<file path="src/rtl/axis_2_fifo_adapter.sv">
`timescale 1ns/1ps
// axis_2_fifo_adapter: AXI-Stream slave feeding a synchronous FIFO write port.
// Each beat is packed as {tuser, tlast, tdata} behind a two-entry skid buffer.
module axis_2_fifo_adapter #(
  parameter int AXIS_DATA_WIDTH = 32,
  parameter int FIFO_DATA_WIDTH = AXIS_DATA_WIDTH + 2
) (
  input  logic                       clk,
  input  logic                       rst,
  input  logic                       i_axis_tuser,
  input  logic [AXIS_DATA_WIDTH-1:0] i_axis_tdata,
  input  logic                       i_axis_tlast,
  input  logic                       i_axis_tvalid,
  output logic                       o_axis_tready,
  output logic [FIFO_DATA_WIDTH-1:0] o_fifo_data,
  output logic                       o_fifo_w_stb,
  input  logic                       i_fifo_full,
  output logic [15:0]                o_pkt_count,
  output logic                       o_in_packet
);

  localparam int W = AXIS_DATA_WIDTH;

  typedef enum logic [1:0] {EMPTY, ONE, FULL} state_t;

  state_t                     state_q, state_d;
  logic [FIFO_DATA_WIDTH-1:0] out_word_q, out_word_d;
  logic [FIFO_DATA_WIDTH-1:0] skid_word_q, skid_word_d;
  logic                       tready_q, tready_d;
  logic [15:0]                pkt_count_q, pkt_count_d;
  logic                       in_packet_q, in_packet_d;

  logic                       accept;
  logic                       drain;
  logic [FIFO_DATA_WIDTH-1:0] in_word;

  assign in_word = {i_axis_tuser, i_axis_tlast, i_axis_tdata};
  assign accept  = i_axis_tvalid & tready_q;
  assign drain   = (state_q != EMPTY) & ~i_fifo_full;

  assign o_axis_tready = tready_q;
  assign o_fifo_w_stb  = drain;
  assign o_fifo_data   = out_word_q;
  assign o_pkt_count   = pkt_count_q;
  assign o_in_packet   = in_packet_q;

  always_comb begin
    // NOTE: every _d takes its hold value first, so no branch can leave it unassigned and infer a latch.
    state_d     = state_q;
    out_word_d  = out_word_q;
    skid_word_d = skid_word_q;
    pkt_count_d = pkt_count_q;
    in_packet_d = in_packet_q;

    unique case (state_q)
      EMPTY: begin
        if (accept) begin
          state_d    = ONE;
          out_word_d = in_word;
        end
      end
      ONE: begin
        if (accept && drain) begin
          out_word_d = in_word;
        end else if (accept) begin
          state_d     = FULL;
          skid_word_d = in_word;
        end else if (drain) begin
          state_d = EMPTY;
        end
      end
      FULL: begin
        // tready is low here, so only the drain side can move.
        if (drain) begin
          state_d    = ONE;
          out_word_d = skid_word_q;
        end
      end
      default: state_d = EMPTY;
    endcase

    tready_d = (state_d != FULL);

    if (drain && out_word_q[W]) pkt_count_d = pkt_count_q + 16'd1;
    if (accept)                 in_packet_d = ~i_axis_tlast;
  end

  // NOTE: state uses non-blocking assignments so every flop samples pre-edge values, avoiding ordering races.
  // NOTE: the data words are reset as well, since o_fifo_data must read zero while rst is high.
  always_ff @(posedge clk or posedge rst) begin
    if (rst) begin
      state_q     <= EMPTY;
      out_word_q  <= '0;
      skid_word_q <= '0;
      tready_q    <= 1'b0;
      pkt_count_q <= '0;
      in_packet_q <= 1'b0;
    end else begin
      state_q     <= state_d;
      out_word_q  <= out_word_d;
      skid_word_q <= skid_word_d;
      tready_q    <= tready_d;
      pkt_count_q <= pkt_count_d;
      in_packet_q <= in_packet_d;
    end
  end

endmodule
</file>
<file path="config.mk">
export PLATFORM = sky130hd
export DESIGN_NAME = axis_2_fifo_adapter
export DESIGN_NICKNAME = d
export VERILOG_FILES = /design/src/rtl/axis_2_fifo_adapter.sv
export SDC_FILE = /design/constraint.sdc
export NUM_CORES = 1
export LEC_CHECK = 0
export ABC_AREA = 1
export CAP_MARGIN = 10
export CORE_ASPECT_RATIO = 1.75
export CORE_MARGIN = 4
export CORE_UTILIZATION = 54
export CTS_BUF_LIST = sky130_fd_sc_hd__clkbuf_16
export CTS_CLUSTER_DIAMETER = 150
export DETAILED_ROUTE_END_ITERATION = 10
export MAX_ROUTING_LAYER = met4
export PLACE_DENSITY = 0.85
export SLEW_MARGIN = 5
export SYNTH_ARGS = -nofsm -noshare
export SYNTH_HDL_FRONTEND = slang
export SYNTH_SLANG_ARGS = --single-unit
</file>
<file path="constraint.sdc">
create_clock -name clk -period 5.1 [get_ports clk]
set_input_delay 1.02 -clock clk [delete_from_list [all_inputs] [get_ports clk]]
set_output_delay 1.02 -clock clk [all_outputs]
set_load 0.01 [all_outputs]
</file>
==> impl_metrics.tcl <==
set metrics [dict create \
    cts_num_sinks 88 \
    placed_cells_incl_taps 655 \
    cell_count_of_the_worst_reg_to_reg_path 6 \
    r2r-start "state_q[1]" \
    finalSetupTns_ns 0 \
    rrSetupSlack_ns 2.27 \
    coreArea_mm2 0.00718 \
    synth_enable_flop_cells 0 \
    num_rows 41 \
    worst-endpoint-required_ns 4.08 \
    ys.warnings.count 0 \
    syn2layout_area_growth_pct 29.2 \
    clock_insertion_delay_worst_skew_ns 0.34 \
    layout_min_cycle_time_ns 3.26 \
    startpoint "i_fifo_full" \
    grt_pass1_wl_um 15200 \
    hold_violation_total_from_the_final_report 0 \
    clock_tree_from_tritoncts "built" \
    io_pins 91 \
    post_synthesis_instance_total 498 \
    finalWirelength_um 9200 \
    drt-vias-per-instance 5.14 \
    timing.critical_path.fanout_max 4 \
    timing.slew.headroom_pct 28.3 \
    place_congestion 0.835 \
    final_area_mm2 0.00515 \
    most-common-layout-cells "sky130_fd_sc_hd__nand2_1 (225), sky130_fd_sc_hd__clkdlybuf4s50_1 (90), sky130_fd_sc_hd__dfrtp_1 (88)" \
    synth.ff_latch_count 88 \
    powerDensity_mw_per_mm2 500 \
    count_of_hold_buffers_inserted_by_post_cts_repair 0 \
    count_of_cell_types_in_the_netlist 23 \
    drt_first_iter_violations 180 \
    avgSynthCellArea_um2 8.00 \
    startpoint_class_of_the_critical_path "input port" \
    rsz0062_at_grt "false" \
    fin_total_pwr_mw 2.58 \
    portBuffers 90 \
    setup_ws_ns 1.84 \
    ctsRootBufferMaster "sky130_fd_sc_hd__clkbuf_16" \
    netlist_area_mm2 0.00398 \
    clock_transition_time_at_the_flip_flop_clock_pins_of_the_worst_setup_and_hold_paths_ns 0.06 \
    hpwlAfterDp_um 6300 \
    proportion_of_register_bits_with_asynchronous_set_or_reset_after_synthesis_pct 100 \
    fmax_mhz 307 \
    cts-resized-gates 0 \
    slew_violations 0 \
    cts_buffers 9 \
    finalNonFillerCells 671 \
    start_util_pct 55.5 \
    worst_clock_skew_ns 0.0119 \
    drtPass1Iterations 4 \
    drive_gt1_share_pct 4.27 \
    die_width_um 72.9 \
    antenna_violations_before_repair 0 \
    clock_path_buffers 2 \
    layout_net_count 619 \
    die_h_um 122 \
    grt_start_max_net_pins 70 \
    dp_worst_setup_slack_ns 1.83 \
    setup.worst_path.class "in2out" \
    timing.final.setup_violations 0 \
    h-tree-depth 3 \
    worst-slew-pin-transition_ns 1.07 \
    r2r-end "o_fifo_data[29]" \
    drv_cap 0 \
    min_path_type "reg2reg" \
    via_count 3450 \
    postCtsSetupBuffers 0 \
    num_antenna_cells 0 \
    cp-end-kind "output pin" \
    die_area_mm2 0.00887 \
    drt-wirelength-per-cell_um 13.7 \
    ys.flop_type "sky130_fd_sc_hd__dfrtp_1" \
    first_global_vias 3393 \
    result_of_the_run "finished clean" \
    p_leak_nw 2.56 \
    fin_crit_sh_pct 64.0 \
    final_antenna_net_count 0 \
    grt_usage_pct 22.8 \
    detailed_place.area_mm2 0.00489 \
    critPathArrivalTime_ns 2.24 \
    synth.yosys.seq_area_share_pct 55.3 \
    max-vdd-ir-drop_mv 0.357 \
    gr-total-overflow 0 \
    final_routed_drc_violation_total 0 \
    crit_path_end "o_fifo_w_stb" \
    syn-num-nets 537 \
    final_common_cell "sky130_fd_sc_hd__nand2_1" \
]
==> sequential cells by signal (all words and copies together), names as in the netlist <==
signal	flops
skid_word_q	34
o_in_packet	1
o_fifo_data	34
state_q	2
o_axis_tready	1
o_pkt_count	16
==> worst max-delay path, cell delays in order <==
cell and delay [ns]:
sky130_fd_sc_hd__clkdlybuf4s50_1 0.46, sky130_fd_sc_hd__inv_1 0.13, sky130_fd_sc_hd__nand2_1 0.06, sky130_fd_sc_hd__inv_1 0.05, sky130_fd_sc_hd__clkdlybuf4s50_1 0.52
==> worst min path at each step <==
| stage | from | end | slack [ns] | depth (start not counted) |
|---|---|---|---|---|
| 6_report | o_fifo_data[33] | o_fifo_data[33] | 0.48 | 2 |
| 5_1_grt | o_fifo_data[19] | o_fifo_data[19] | 0.49 | 2 |
| 4_1_cts | o_fifo_data[33] | o_fifo_data[33] | 0.48 | 2 |
| 3_5_place_dp | o_fifo_data[28] | o_fifo_data[28] | 0.47 | 2 |
| 3_3_place_gp | o_fifo_data[33] | o_fifo_data[33] | 0.46 | 2 |
| 2_1_floorplan | skid_word_q[24] | skid_word_q[24] | 0.50 | 2 |
==> area by class of cell <==
type | instances | area, um2
clock buffers | 9 | 225
clock inverters | 7 | 30.0
fillers | 560 | 2030
inverters | 53 | 200
multi-input cells | 336 | 1470
flip-flops and latches | 88 | 2200
well taps | 86 | 108
repair buffers | 92 | 916
==> synthesized netlist by cell type (2+ instances only) <==
cell type / count / area, um2
sky130_fd_sc_hd__buf_6: 2 / 22.5
sky130_fd_sc_hd__inv_2: 2 / 7.51
sky130_fd_sc_hd__nand2_1: 225 / 845
sky130_fd_sc_hd__buf_2: 7 / 35.0
sky130_fd_sc_hd__dfrtp_1: 88 / 2200
sky130_fd_sc_hd__xor2_1: 5 / 43.8
sky130_fd_sc_hd__nor2_1: 14 / 52.6
sky130_fd_sc_hd__nand3b_1: 6 / 45.0
sky130_fd_sc_hd__nand2_2: 3 / 18.8
sky130_fd_sc_hd__o21ai_0: 68 / 340
sky130_fd_sc_hd__a21oi_1: 2 / 10.0
sky130_fd_sc_hd__buf_4: 5 / 37.5
sky130_fd_sc_hd__inv_1: 51 / 191
sky130_fd_sc_hd__nand3_1: 5 / 25.0
sky130_fd_sc_hd__clkbuf_1: 7 / 26.3
==> per-layer routing <==
| layer | wire, um | up-vias | GRT usage (%) |
|---|---|---|---|
| li1 | - | 1684 | - |
| met1 | 3720 | 1648 | 25.9 |
| met2 | 4780 | 95 | 38.5 |
| met3 | 351 | 23 | 2.81 |
| met4 | 338 | 0 | 12.2 |
| met5 | 0 | - | - |
==> cell families (layout without fill, tap and decap cells) <==
logic type,count (synthesis),count (layout),synth area share (%)
simple gates,258,258,26.0
flops,88,88,55.3
buf+inv,74,161,8.04
compound gates,71,71,9.01
xor+xnor,6,6,1.32
fa+ha+maj,1,1,0.314
==> power breakdown <==
part	switching, mW	internal [mW]
Clock	0.256	0.320
Combinational	0.453	0.427
Sequential	0.144	0.977
Total	0.853	1.72
==> through the flow <==
| step | hold slack [ns] | util, % |
|---|---|---|
| 3_3_place_gp | 0.464 | 68.1 |
| 6_report | 0.480 | 71.7 |
| 2_1_floorplan | 0.496 | - |
| 3_5_place_dp | 0.466 | 68.1 |
| 5_1_grt | 0.491 | 71.7 |
| 4_1_cts | 0.481 | 71.7 |
Note: power is estimated with default switching activity, not from simulation.
